File: config.mk
export PLATFORM = sky130hd
export DESIGN_NAME = spram_arbiter
export DESIGN_NICKNAME = d
export VERILOG_FILES = /design/src/rtl/spram_arbiter.sv
export SDC_FILE = /design/constraint.sdc
export NUM_CORES = 1
export LEC_CHECK = 0
export ABC_CLOCK_PERIOD_IN_PS = 3800
export CELL_PAD_IN_SITES_DETAIL_PLACEMENT = 1
export CELL_PAD_IN_SITES_GLOBAL_PLACEMENT = 1
export CORE_ASPECT_RATIO = 0.8
export CORE_MARGIN = 5
export CORE_UTILIZATION = 31
export CTS_CLUSTER_DIAMETER = 60
export DETAILED_ROUTE_END_ITERATION = 16
export PLACE_DENSITY = 0.83
export SLEW_MARGIN = 10
export SYNTH_ARGS = -nofsm -noshare
export SYNTH_HDL_FRONTEND = slang
export SYNTH_SLANG_ARGS = --single-unit
File: constraint.sdc
create_clock -name clk -period 3.8 [get_ports clk]
set_input_delay 0.76 -clock clk [delete_from_list [all_inputs] [get_ports clk]]
set_output_delay 0.76 -clock clk [all_outputs]
set_load 0.1 [all_outputs]
File: src/rtl/spram_arbiter.sv
`timescale 1ns/1ps
// -----------------------------------------------------------------------------
// spram_arbiter
// Two-requester round-robin arbiter in front of a single-port synchronous RAM.
// One access is accepted per cycle. Reads return through a two-stage pipeline
// that tracks which requester owns each access in flight.
//
// Ports
//   clk, rst_n                     clock, asynchronous active-low reset
//   a_req/a_we/a_addr/a_wdata      requester A request (held until granted)
//   a_gnt                          A accepted this cycle (combinational)
//   a_rvalid/a_rdata               A read return, 2 cycles after the grant
//   b_*                            same set for requester B
//   ram_we/ram_addr/ram_data       RAM command (driven in the grant cycle)
//   ram_out                        RAM read data, valid the cycle after address
//   conflict_cnt                   saturating count of cycles with both requests
// -----------------------------------------------------------------------------
module spram_arbiter #(
  parameter int ADDR_W = 6,
  parameter int DATA_W = 8
) (
  input  logic              clk,
  input  logic              rst_n,
  input  logic              a_req,
  input  logic              a_we,
  input  logic [ADDR_W-1:0] a_addr,
  input  logic [DATA_W-1:0] a_wdata,
  output logic              a_gnt,
  output logic              a_rvalid,
  output logic [DATA_W-1:0] a_rdata,
  input  logic              b_req,
  input  logic              b_we,
  input  logic [ADDR_W-1:0] b_addr,
  input  logic [DATA_W-1:0] b_wdata,
  output logic              b_gnt,
  output logic              b_rvalid,
  output logic [DATA_W-1:0] b_rdata,
  output logic              ram_we,
  output logic [ADDR_W-1:0] ram_addr,
  output logic [DATA_W-1:0] ram_data,
  input  logic [DATA_W-1:0] ram_out,
  output logic [7:0]        conflict_cnt
);

  function automatic logic [7:0] sat_inc(input logic [7:0] v);
    return (v == 8'hFF) ? v : v + 8'd1;
  endfunction

  // 1 = B was granted most recently (reset value, so A wins the first conflict)
  logic              r_last_b;
  logic [ADDR_W-1:0] r_addr_hold;
  logic              r_vld_p1;
  logic              r_own_p1;   // 1 = owned by B
  logic              r_vld_p2;
  logic              r_own_p2;
  logic [DATA_W-1:0] r_a_rdata;
  logic [DATA_W-1:0] r_b_rdata;
  logic [7:0]        r_cnt;

  logic              w_a_gnt;
  logic              w_b_gnt;
  logic              w_rd_issue;
  logic              w_ram_we;
  logic [ADDR_W-1:0] w_ram_addr;
  logic [DATA_W-1:0] w_ram_data;

  // Grant decision: gated by rst_n so grants drop the instant reset asserts.
  always_comb begin
    w_a_gnt = 1'b0;
    w_b_gnt = 1'b0;
    if (rst_n) begin
      if (a_req && (!b_req || r_last_b)) begin
        w_a_gnt = 1'b1;
      end else if (b_req) begin
        w_b_gnt = 1'b1;
      end
    end
  end

  // RAM command mux; with no grant the address is parked on the last one used
  // so the RAM's internal address register does not see spurious changes.
  always_comb begin
    w_ram_we   = 1'b0;
    w_ram_addr = r_addr_hold;
    w_ram_data = '0;
    w_rd_issue = 1'b0;
    if (w_a_gnt) begin
      w_ram_we   = a_we;
      w_ram_addr = a_addr;
      w_ram_data = a_wdata;
      w_rd_issue = !a_we;
    end else if (w_b_gnt) begin
      w_ram_we   = b_we;
      w_ram_addr = b_addr;
      w_ram_data = b_wdata;
      w_rd_issue = !b_we;
    end
  end

  // ---- grant cycle: priority, address hold and conflict counter ----
  always_ff @(posedge clk or negedge rst_n) begin
    if (!rst_n) begin
      r_last_b    <= 1'b1;
      r_addr_hold <= '0;
      r_cnt       <= 8'd0;
    end else begin
      if (w_a_gnt || w_b_gnt) begin
        r_last_b    <= w_b_gnt;
        r_addr_hold <= w_ram_addr;
      end
      if (a_req && b_req) begin
        r_cnt <= sat_inc(r_cnt);
      end
    end
  end

  // ---- stage p1: read issued, RAM is fetching ----
  always_ff @(posedge clk or negedge rst_n) begin
    if (!rst_n) begin
      r_vld_p1 <= 1'b0;
      r_own_p1 <= 1'b0;
    end else begin
      r_vld_p1 <= w_rd_issue;
      r_own_p1 <= w_b_gnt;
    end
  end

  // ---- stage p2: capture ram_out into the owner's data register ----
  always_ff @(posedge clk or negedge rst_n) begin
    if (!rst_n) begin
      r_vld_p2  <= 1'b0;
      r_own_p2  <= 1'b0;
      r_a_rdata <= '0;
      r_b_rdata <= '0;
    end else begin
      r_vld_p2 <= r_vld_p1;
      r_own_p2 <= r_own_p1;
      if (r_vld_p1) begin
        if (r_own_p1) begin
          r_b_rdata <= ram_out;
        end else begin
          r_a_rdata <= ram_out;
        end
      end
    end
  end

  assign a_gnt        = w_a_gnt;
  assign b_gnt        = w_b_gnt;
  assign ram_we       = w_ram_we;
  assign ram_addr     = w_ram_addr;
  assign ram_data     = w_ram_data;
  assign a_rvalid     = r_vld_p2 && !r_own_p2;
  assign b_rvalid     = r_vld_p2 && r_own_p2;
  assign a_rdata      = r_a_rdata;
  assign b_rdata      = r_b_rdata;
  assign conflict_cnt = r_cnt;

endmodule

Word level (Yosys, flattened, before mapping):

Index checks and enable logic that the tools add are counted.

* register bits after elaboration: 35
* output and inout bits: 43
* input port bits: 42

* eq/ne operators: 1
* bitwise gates (word level): 2
* reductions and logical operators: 13
* $add $sub $neg: 1
* muxes and demuxes: 13

Operators by type and width (count)
* $mux W8: 2
* $mux W6: 2
* $mux W1: 9
* $add A8 B1 Y8 const B: 1
* $eq A8 B8 Y1 const B: 1
* $reduce_and A2 Y1: 3
* $logic_and A1 B1 Y1: 4
* $logic_not A1 Y1: 4
* $logic_or A1 B1 Y1: 2
* $not A1 Y1: 2

Logic depth before layout (Yosys ltp):

Gate-level depths: netlist of the first run.

* depth in word-level cells: 7
* gate-level depth with buffers: 4
* depth with buffers taken out: 4

Worst setup path before layout of the first run:

No wires, ideal clock.

* kind: input -> output
* from: input a_req
* to: output ram_data[0]
* slack: 0.664 ns
* stages: 4
* path buffers: 1
* required time: 3.040 ns
* arrival: 2.376 ns
* cell sequence: nand2_1 > a21oi_2 > buf_2 > a22o_1

RTL lines
* start, declared: RTL line 24 `input logic a_req,`
* $logic_and A1 B1 Y1: RTL line 72 `if (a_req && (!b_req || r_last_b)) begin`
* $mux W1: RTL line 72
* $mux W1: RTL line 71 `if (rst_n) begin`
* named net a_gnt: RTL line 28 `output logic a_gnt,`
* $mux W8: RTL line 87 `if (w_a_gnt) begin`
* end, declared: RTL line 40 `output logic [DATA_W-1:0] ram_data,`

The timed path passes the listed nets, and every way through them passes these cells.

Worst setup path after layout of the first run:

* from: input b_req
* to: output ram_addr[4]

* longest elaborated chain between the ends: 7

Ends and longest elaborated chain
* start, declared: RTL line 31 `input logic b_req,`
* $logic_not A1 Y1: RTL line 72
* $logic_or A1 B1 Y1: RTL line 72
* $logic_and A1 B1 Y1: RTL line 72
* $mux W1: RTL line 72
* $mux W1: RTL line 71
* $mux W6: RTL line 92 `end else if (w_b_gnt) begin`
* $mux W6 (*): RTL line 87
* end, declared: RTL line 39 `output logic [ADDR_W-1:0] ram_addr,`

Every way passes the cells marked *; elsewhere a longest branch is shown, timed or not.

==> results of run 1 <==
## worst reg2reg max path, stage by stage (launching register included)
cell and delay (ns):
dfrtp_1 0.45, ha_1 0.22, nand3_1 0.22, o211ai_1 0.33, mux2_2 0.37
## metal layers
metal  wire [microns]  global-route usage [%]  up-vias
met5                0                       0        -
met4              116                    7.27        0
met3              298                    5.06       11
met2             2450                    26.3       55
met1             2320                    19.5      696
li1                 -                       -      657
## Yosys cell counts (all sizes together)
cell	n	area, sq um
xnor2	4	35.0
mux2	18	203
o21a	1	7.51
a31oi	2	12.5
inv	3	11.3
nor2b	2	12.5
dfstp	1	26.3
nand2	6	22.5
o21ai	2	10.0
and3	1	6.26
ha	1	12.5
a22o	10	87.6
dfrtp	34	851
and2	7	43.8
nand4	3	25.0
a221o	12	120
o211ai	3	22.5
buf	5	25.0
a21oi	4	27.5
nand3	1	5.00
and4	3	26.3
## cell families (layout without fill, tap and decap cells)
logic type | count (synthesis) | count (layout) | synth area share (%)
buffers and inverters | 8 | 98 | 2.28
DFF | 35 | 35 | 55.1
muxes | 18 | 18 | 12.7
and+or+nand+nor | 23 | 23 | 8.88
xor gates and xnor gates | 4 | 4 | 2.20
AOI/OAI and AO/OA | 34 | 34 | 18.1
adders and majority gates | 1 | 1 | 0.785
## worst max path at each step
stage | end | cells past startpoint | startpoint
after detailed placement | ram_addr[4] | 5 | b_req
final | ram_addr[4] | 5 | b_req
after global placement | ram_addr[2] | 5 | b_req
after global routing | ram_addr[3] | 5 | b_req
after CTS | ram_addr[4] | 5 | b_req
after floorplan | ram_data[0] | 4 | a_req
## power by group through the flow
stage | combinational [mW] | sequential, mW | clock, mW
6_report | 1.30 | 0.564 | 0.348
5_1_grt | 1.34 | 0.579 | 0.380
4_1_cts | 1.31 | 0.566 | 0.359
3_5_place_dp | 1.31 | 0.570 | 0
3_3_place_gp | 1.29 | 0.562 | 0
2_1_floorplan | 0.308 | 1.18 | 0
## registers in the layout, indices dropped and copies added, names as in the netlist
name          count
r_last_b          1
r_addr_hold       6
conflict_cnt      8
b_rdata           8
a_rdata           8
r_vld_p2          1
r_own_p2          1
r_own_p1          1
r_vld_p1          1
## per-stage QoR
stage,std cells,utilization (%)
3_5_place_dp,267,53.4
5_1_grt,275,55.7
3_3_place_gp,267,53.4
2_1_floorplan,123,-
4_1_cts,275,55.7
6_report,275,55.7
## final cells by class
cell class / count / area, sq um / share of cell area [%]
timing repair buffer: 87 / 1030 / 36.8
inverter: 3 / 11.3 / 0.403
multi-input combinational: 80 / 679 / 24.3
clock inverter: 2 / 35.0 / 1.26
sequential: 35 / 877 / 31.4
clock buffer: 6 / 82.6 / 2.96
tap: 62 / 77.6 / 2.78
==> impl_results.html, run 1 <==
<table>
<tr><th>Metric</th><th>Value</th></tr>
<tr><th colspan="2">Outcome</th></tr>
<tr><td>Result of the run</td><td>complete, no violations</td></tr>
<tr><th colspan="2">Power and ir drop</th></tr>
<tr><td>Part of the total power dissipated in sequential elements</td><td>25.5%</td></tr>
<tr><td>Overall power</td><td>2.21 mW</td></tr>
<tr><td>Combinational share of power</td><td>58.7%</td></tr>
<tr><td>Part of the total power dissipated in the clock network</td><td>15.7%</td></tr>
<tr><td>Power per unit of standard cell area</td><td>791 mW/mm^2</td></tr>
<tr><td>Net switching power</td><td>1.17 mW</td></tr>
<tr><td>Leakage power figure</td><td>1.17 nW</td></tr>
<tr><td>Max IR drop VDD</td><td>0.491 mV</td></tr>
<tr><td>Cell internal pwr</td><td>1.04 mW</td></tr>
<tr><td>Switching fraction of total power</td><td>52.8%</td></tr>
<tr><th colspan="2">Final layout</th></tr>
<tr><td>Commonest non-fill, non-tap cells in the layout</td><td>clkdlybuf4s50_1 (66), dfrtp_1 (34), mux2_2 (18), buf_12 (17), a221o_1 (12)</td></tr>
<tr><td>Antenna diode count</td><td>0</td></tr>
<tr><td>Leading cell type in the layout, fill and taps excluded</td><td>clkdlybuf4s50_1</td></tr>
<tr><td># fillers</td><td>526</td></tr>
<tr><td>Post-route standard cell area excluding fillers</td><td>0.00279 sq mm</td></tr>
<tr><td>Relative area change from synthesis to final layout</td><td>75.3%</td></tr>
<tr><td>Number of nets in the layout</td><td>255</td></tr>
<tr><td>Fraction of final layout cells sized beyond drive strength 1</td><td>23.9%</td></tr>
<tr><th colspan="2">Min path</th></tr>
<tr><td>Count of cells along the worst hold path</td><td>0</td></tr>
<tr><td>Worst min-delay path category</td><td>flop to flop</td></tr>
<tr><td>Endpoint of the worst hold-timing path</td><td>r_vld_p2</td></tr>
<tr><td>Startpoint of the worst hold path</td><td>r_vld_p1</td></tr>
<tr><th colspan="2">STA</th></tr>
<tr><td>Worst slew margin relative to its limit</td><td>33.3%</td></tr>
<tr><td>Max-slew violation count</td><td>0</td></tr>
<tr><td>Hold Fails Final Rpt</td><td>0</td></tr>
<tr><td>Sum of negative setup slack</td><td>0 ns</td></tr>
<tr><td>Timing-limited maximum frequency</td><td>312 MHz</td></tr>
<tr><td>Slew @ Worst Pin</td><td>0.998 ns</td></tr>
<tr><td>Setup clock skew after layout</td><td>0.00522 ns</td></tr>
<tr><td>Crit share post-route</td><td>84.4%</td></tr>
<tr><td>Least setup slack across all paths after layout</td><td>0.593 ns</td></tr>
<tr><td>RSZ-0062 raised after global routing</td><td>false</td></tr>
<tr><td>Final critical-path required period</td><td>3.21 ns</td></tr>
<tr><td>Hold_ws</td><td>0.401 ns</td></tr>
<tr><td>Final setup violation count</td><td>0</td></tr>
<tr><th colspan="2">Critical path</th></tr>
<tr><td>Worst-path cell with the longest stage delay</td><td>o21ai_0</td></tr>
<tr><td>Largest stage delay on the critical path</td><td>0.56 ns</td></tr>
<tr><td>Worst path top cell family by delay</td><td>compound AO/OA/AOI/OAI gates</td></tr>
<tr><td>Reg-to-reg critical path endpoint</td><td>conflict_cnt[1]</td></tr>
<tr><td>CP Capture Type</td><td>primary output</td></tr>
<tr><td>CP bufs+invs</td><td>2</td></tr>
<tr><td>Startpoint of the most critical register-to-register path</td><td>conflict_cnt[0]</td></tr>
<tr><td>CP required</td><td>3.04 ns</td></tr>
<tr><td>Type of origin of the critical path</td><td>primary input</td></tr>
<tr><td>Crit path DAT</td><td>2.45 ns</td></tr>
<tr><td>Register-to-register path setup slack</td><td>2.10 ns</td></tr>
<tr><td>Startpoint-to-endpoint class of the critical path</td><td>primary input to primary output</td></tr>
<tr><td>Chain of cells forming the critical path</td><td>clkdlybuf4s50_1 &gt; o21ai_0 &gt; and2_1 &gt; a221o_1 &gt; buf_12</td></tr>
<tr><td>Critical path peak fanout</td><td>7</td></tr>
<tr><td>Depth of the most critical reg-to-reg path</td><td>4</td></tr>
<tr><th colspan="2">Synthesis</th></tr>
<tr><td>Number of warnings printed during yosys synthesis</td><td>0</td></tr>
<tr><td>FF+latch count, synth</td><td>35</td></tr>
<tr><td>Unique cell type count in the Yosys netlist</td><td>23</td></tr>
<tr><td>Syn Inst Count</td><td>123</td></tr>
<tr><td>Mean instance size in the synthesized netlist</td><td>12.9 sq um</td></tr>
<tr><td>Part of the Yosys area used for sequential elements</td><td>55.1%</td></tr>
<tr><td>Post-synthesis instance area</td><td>0.00159 sq mm</td></tr>
<tr><td>Syn_nets</td><td>166</td></tr>
<tr><th colspan="2">Drt</th></tr>
<tr><td>Number of design rule violations left after detail routing</td><td>0</td></tr>
<tr><td>WL/cell</td><td>18.9 microns</td></tr>
<tr><td>Residual antenna-violating net count after detailed routing</td><td>0</td></tr>
<tr><td>Length of the first detailed-routing pass in iterations</td><td>4</td></tr>
<tr><td>DRC violation total after the first TritonRoute iteration</td><td>52</td></tr>
<tr><td>Mean number of vias per cell</td><td>5.16</td></tr>
<tr><td>Vias after detailed routing</td><td>1,419</td></tr>
<tr><td>Detailed-route wire length</td><td>5190 microns</td></tr>
<tr><th colspan="2">Die</th></tr>
<tr><td>Core Region</td><td>0.00501 sq mm</td></tr>
<tr><td>Row count</td><td>23</td></tr>
<tr><td>Die Span Y</td><td>74.1 microns</td></tr>
<tr><td>Floorplan die width</td><td>90.1 microns</td></tr>
<tr><td>Starting density of the core</td><td>31.8%</td></tr>
<tr><td>Count of pins on the block boundary</td><td>85</td></tr>
<tr><td>Area enclosed by the die boundary</td><td>0.00668 sq mm</td></tr>
<tr><th colspan="2">Global route</th></tr>
<tr><td>Antenna violations before repair</td><td>0</td></tr>
<tr><td>Wire length of the first global-routing pass</td><td>8200 microns</td></tr>
<tr><td>Number of global-route vias before repair</td><td>1,585</td></tr>
<tr><td>Tot GR Track Use</td><td>16.0%</td></tr>
<tr><td>GRT Residual Overflow</td><td>0</td></tr>
<tr><td>Maximum number of pins on one net before global-route repair</td><td>36</td></tr>
<tr><th colspan="2">Clock tree</th></tr>
<tr><td>Post-CTS clock slew at the launch and capture registers of the worst setup and hold paths</td><td>0.07 ns</td></tr>
<tr><td>TritonCTS buffer count</td><td>5</td></tr>
<tr><td>Number of buffers added for setup after CTS</td><td>0</td></tr>
<tr><td>Clock Root Buffer</td><td>clkbuf_8</td></tr>
<tr><td>Clock tree from TritonCTS</td><td>done</td></tr>
<tr><td>CTS HTree Levels</td><td>2</td></tr>
<tr><td>Count of cells resized by post-cts repair</td><td>0</td></tr>
<tr><td>CTS sink count</td><td>35</td></tr>
<tr><td>Insertion delay of the later-clocked pin in the worst-skew pair</td><td>0.29 ns</td></tr>
<tr><td>Buffer depth of the longest clock path</td><td>2</td></tr>
<tr><td>Hold-fix buffers, CTS</td><td>0</td></tr>
<tr><th colspan="2">Flow run</th></tr>
<tr><td>Count of maximum capacitance violations</td><td>0</td></tr>
<tr><th colspan="2">Placement</th></tr>
<tr><td>Routability congestion estimate</td><td>0.726</td></tr>
<tr><td>Placed wire-length estimate</td><td>4120 microns</td></tr>
<tr><td>Pre-CTS setup slack</td><td>0.659 ns</td></tr>
<tr><td>Input/output buffers</td><td>84</td></tr>
<tr><td>Cell area after placement</td><td>0.00267 sq mm</td></tr>
</table>
Power figures use the tool's default switching activity.
==> inputs of run 2 (changes only) <==
--- a/config.mk
+++ b/config.mk
@@ -5,15 +5,15 @@
 export SDC_FILE = /design/constraint.sdc
 export NUM_CORES = 1
 export LEC_CHECK = 0
-export ABC_CLOCK_PERIOD_IN_PS = 3800
+export ABC_CLOCK_PERIOD_IN_PS = 3200
 export CELL_PAD_IN_SITES_DETAIL_PLACEMENT = 1
 export CELL_PAD_IN_SITES_GLOBAL_PLACEMENT = 1
 export CORE_ASPECT_RATIO = 0.8
 export CORE_MARGIN = 5
-export CORE_UTILIZATION = 31
+export CORE_UTILIZATION = 29
 export CTS_CLUSTER_DIAMETER = 60
 export DETAILED_ROUTE_END_ITERATION = 16
-export PLACE_DENSITY = 0.83
+export PLACE_DENSITY = 0.78
 export SLEW_MARGIN = 10
 export SYNTH_ARGS = -nofsm -noshare
 export SYNTH_HDL_FRONTEND = slang
==> constraint.sdc (replaced) <==
create_clock -name clk -period 3.2 [get_ports clk]
set_input_delay 0.64 -clock clk [delete_from_list [all_inputs] [get_ports clk]]
set_output_delay 0.64 -clock clk [all_outputs]
set_load 0.1 [all_outputs]
==> impl_results.html, run 2 (synthesis results as in run 1) <==
<table>
<tr><th>Metric</th><th>Value</th></tr>
<tr><th colspan="2">STA</th></tr>
<tr><td>Hold Fails Final Rpt</td><td>0 (unchanged)</td></tr>
<tr><td>Final setup violation count</td><td>0 (unchanged)</td></tr>
<tr><td>Crit share post-route</td><td>94.5%</td></tr>
<tr><td>Final critical-path required period</td><td>3.02 ns</td></tr>
<tr><td>Worst slew margin relative to its limit</td><td>53.3% (+20 points)</td></tr>
<tr><td>Timing-limited maximum frequency</td><td>331 MHz</td></tr>
<tr><td>RSZ-0062 raised after global routing</td><td>false</td></tr>
<tr><td>Setup clock skew after layout</td><td>0.00650 ns (+0.00128 ns)</td></tr>
<tr><td>Max-slew violation count</td><td>0 (unchanged)</td></tr>
<tr><td>Slew @ Worst Pin</td><td>0.699 ns (-0.299 ns)</td></tr>
<tr><td>Sum of negative setup slack</td><td>0 ns (unchanged)</td></tr>
<tr><td>Least setup slack across all paths after layout</td><td>0.177 ns (-0.416 ns)</td></tr>
<tr><th colspan="2">Critical path</th></tr>
<tr><td>CP Capture Type</td><td>primary output</td></tr>
<tr><td>Startpoint-to-endpoint class of the critical path</td><td>primary input to primary output</td></tr>
<tr><td>Chain of cells forming the critical path</td><td>clkdlybuf4s50_1 &gt; o21ai_0 &gt; and2_1 &gt; a221o_1 &gt; buf_12</td></tr>
<tr><td>Critical path startpoint</td><td>b_req</td></tr>
<tr><td>Largest stage delay on the critical path</td><td>0.57 ns (about the same)</td></tr>
<tr><td>Crit path DAT</td><td>2.38 ns (-0.07 ns)</td></tr>
<tr><td>Depth of the most critical reg-to-reg path</td><td>4 (unchanged)</td></tr>
<tr><td>CP Capture Point</td><td>ram_addr[0]</td></tr>
<tr><td>Critical path peak fanout</td><td>7 (unchanged)</td></tr>
<tr><td>Register-to-register path setup slack</td><td>1.46 ns (-0.64 ns)</td></tr>
<tr><td>Type of origin of the critical path</td><td>primary input</td></tr>
<tr><td>CP required</td><td>2.56 ns (-0.48 ns)</td></tr>
<tr><td>Reg-to-reg critical path endpoint</td><td>conflict_cnt[1]</td></tr>
<tr><td>Worst path top cell family by delay</td><td>compound AO/OA/AOI/OAI gates</td></tr>
<tr><td>Number of gates on the worst path with buffers counted</td><td>5 (unchanged)</td></tr>
<tr><td>Worst-path cell with the longest stage delay</td><td>o21ai_0</td></tr>
<tr><td>Startpoint of the most critical register-to-register path</td><td>conflict_cnt[0]</td></tr>
<tr><td>CP bufs+invs</td><td>2 (unchanged)</td></tr>
<tr><th colspan="2">Placement</th></tr>
<tr><td>Routability congestion estimate</td><td>0.762 (+5.0%)</td></tr>
<tr><td>Input/output buffers</td><td>84 (unchanged)</td></tr>
<tr><td>Cell area after placement</td><td>0.00263 sq mm (-1.5%)</td></tr>
<tr><td>Placed wire-length estimate</td><td>3890 microns (-5.7%)</td></tr>
<tr><td>Pre-CTS setup slack</td><td>0.135 ns (-0.524 ns)</td></tr>
<tr><th colspan="2">Global route</th></tr>
<tr><td>GRT Residual Overflow</td><td>0 (unchanged)</td></tr>
<tr><td>Number of global-route vias before repair</td><td>1,533 (-3.3%)</td></tr>
<tr><td>Maximum number of pins on one net before global-route repair</td><td>26 (-28%)</td></tr>
<tr><td>Antenna violations before repair</td><td>0 (unchanged)</td></tr>
<tr><td>Wire length of the first global-routing pass</td><td>8090 microns (-1.4%)</td></tr>
<tr><td>Tot GR Track Use</td><td>14.4% (-1.6 points)</td></tr>
<tr><th colspan="2">Drt</th></tr>
<tr><td>Detailed-route wire length</td><td>4940 microns (-4.8%)</td></tr>
<tr><td>Length of the first detailed-routing pass in iterations</td><td>4 (unchanged)</td></tr>
<tr><td>Met1 wire length</td><td>2140 microns (-7.8%)</td></tr>
<tr><td>Mean number of vias per cell</td><td>4.96 (-3.9%)</td></tr>
<tr><td>DRC violation total after the first TritonRoute iteration</td><td>44 (-15%)</td></tr>
<tr><td>DR WL met2</td><td>2490 microns (+1.8%)</td></tr>
<tr><td>Uppermost routed layer</td><td>met4</td></tr>
<tr><td>Residual antenna-violating net count after detailed routing</td><td>0 (unchanged)</td></tr>
<tr><td>Vias after detailed routing</td><td>1,383 (-2.5%)</td></tr>
<tr><td>Number of design rule violations left after detail routing</td><td>0 (unchanged)</td></tr>
<tr><td>WL/cell</td><td>17.7 microns (-6.1%)</td></tr>
<tr><td>Amount of wire on met3 after detailed routing</td><td>240 microns (-19%)</td></tr>
<tr><th colspan="2">Die</th></tr>
<tr><td>Count of pins on the block boundary</td><td>85 (unchanged)</td></tr>
<tr><td>Floorplan die width</td><td>92.9 microns (+3.0%)</td></tr>
<tr><td>Area enclosed by the die boundary</td><td>0.00708 sq mm (+6.0%)</td></tr>
<tr><td>Core Region</td><td>0.00538 sq mm (+7.3%)</td></tr>
<tr><td>Starting density of the core</td><td>29.6% (-2.2 points)</td></tr>
<tr><td>Die Span Y</td><td>76.3 microns (+2.9%)</td></tr>
<tr><td>Row count</td><td>24 (+4.3%)</td></tr>
<tr><th colspan="2">Final layout</th></tr>
<tr><td>Final core area utilization</td><td>50.6% (-5.1 points)</td></tr>
<tr><td>Number of nets in the layout</td><td>256 (+0.39%)</td></tr>
<tr><td>Post-route standard cell area excluding fillers</td><td>0.00272 sq mm (-2.5%)</td></tr>
<tr><td>Fraction of final layout cells sized beyond drive strength 1</td><td>36.4% (+13 points)</td></tr>
<tr><td>Relative area change from synthesis to final layout</td><td>70.9%</td></tr>
<tr><td>Commonest non-fill, non-tap cells in the layout</td><td>clkdlybuf4s50_1 (40), dfrtp_1 (34), buf_4 (29), mux2_2 (18), buf_12 (18)</td></tr>
<tr><td>Antenna diode count</td><td>0 (unchanged)</td></tr>
<tr><td>Leading cell type in the layout, fill and taps excluded</td><td>clkdlybuf4s50_1</td></tr>
<tr><th colspan="2">Clock tree</th></tr>
<tr><td>Hold-fix buffers, CTS</td><td>0 (unchanged)</td></tr>
<tr><td>Buffer depth of the longest clock path</td><td>2 (unchanged)</td></tr>
<tr><td>Number of buffers added for setup after CTS</td><td>0 (unchanged)</td></tr>
<tr><td>CTS HTree Levels</td><td>2 (unchanged)</td></tr>
<tr><td>Post-CTS clock slew at the launch and capture registers of the worst setup and hold paths</td><td>0.07 ns (about the same)</td></tr>
<tr><td>Clock tree from TritonCTS</td><td>done</td></tr>
<tr><td>Count of cells resized by post-cts repair</td><td>0 (unchanged)</td></tr>
<tr><td>TritonCTS buffer count</td><td>5 (unchanged)</td></tr>
<tr><td>Clock Root Buffer</td><td>clkbuf_8</td></tr>
<tr><td>CTS sink count</td><td>35 (unchanged)</td></tr>
<tr><td>Insertion delay of the later-clocked pin in the worst-skew pair</td><td>0.28 ns (about the same)</td></tr>
<tr><th colspan="2">Power and ir drop</th></tr>
<tr><td>Leakage power figure</td><td>1.18 nW (+1.5%)</td></tr>
<tr><td>Power per unit of standard cell area</td><td>917 mW/mm^2 (+16%)</td></tr>
<tr><td>Max IR drop VDD</td><td>0.321 mV (-35%)</td></tr>
<tr><th colspan="2">Flow run</th></tr>
<tr><td>Count of maximum capacitance violations</td><td>0 (unchanged)</td></tr>
<tr><th colspan="2">Outcome</th></tr>
<tr><td>Result of the run</td><td>complete, no violations</td></tr>
<tr><th colspan="2">Min path</th></tr>
<tr><td>Worst min-delay path category</td><td>primary input to asynchronous set/reset pin</td></tr>
</table>
[run 2: per-stage QoR]
stage,hold slack (ns),std cells,power [mW]
4_1_cts,0.241,279,2.52
5_1_grt,0.253,279,2.60
3_3_place_gp,0.383,271,2.17
3_5_place_dp,0.391,271,2.20
2_1_floorplan,0.344,123,1.77
6_report,0.242,279,2.50
[run 2: cell type report]
class / count / area (sq um)
fill: 575 / 2650
timing repair buffer: 88 / 983
sequential: 35 / 877
multi-input combinational: 80 / 679
tap: 65 / 81.3
clock buffer: 5 / 68.8
clock inverter: 3 / 20.0
inverter: 3 / 11.3
[run 2: per-layer routing]
metal,vias to the layer above,global-route usage [%]
met2,43,24.2
li1,652,-
met5,-,0
met4,0,4.39
met3,4,3.46
met1,684,18.2
[run 2: how the worst min path moves through the flow]
| stage | startpoint | endpoint | cells after the start |
|---|---|---|---|
| final | rst_n | conflict_cnt[1] | 1 |
| after global placement | r_vld_p1 | r_vld_p2 | 0 |
| after CTS | rst_n | conflict_cnt[1] | 1 |
| after floorplan | rst_n | a_rdata[0] | 0 |
| after global routing | rst_n | conflict_cnt[0] | 1 |
| after detailed placement | r_vld_p1 | r_vld_p2 | 0 |
[run 2: power by group]
group	total [mW]	leakage [nW]	internal, mW	switching (mW)
clock network	0.317	0.0402	0.151	0.166
registers	0.668	0.426	0.564	0.104
logic	1.51	0.717	0.389	1.12
total	2.50	1.18	1.10	1.39
[run 2: worst reg2reg max path: cells and delay by family (launching register included)]
family / cells / cell delay, ns
adders and majority gates: 1 / 0.23
AOI/OAI and AO/OA: 1 / 0.35
DFF: 1 / 0.45
and+or+nand+nor: 1 / 0.22
muxes: 1 / 0.38
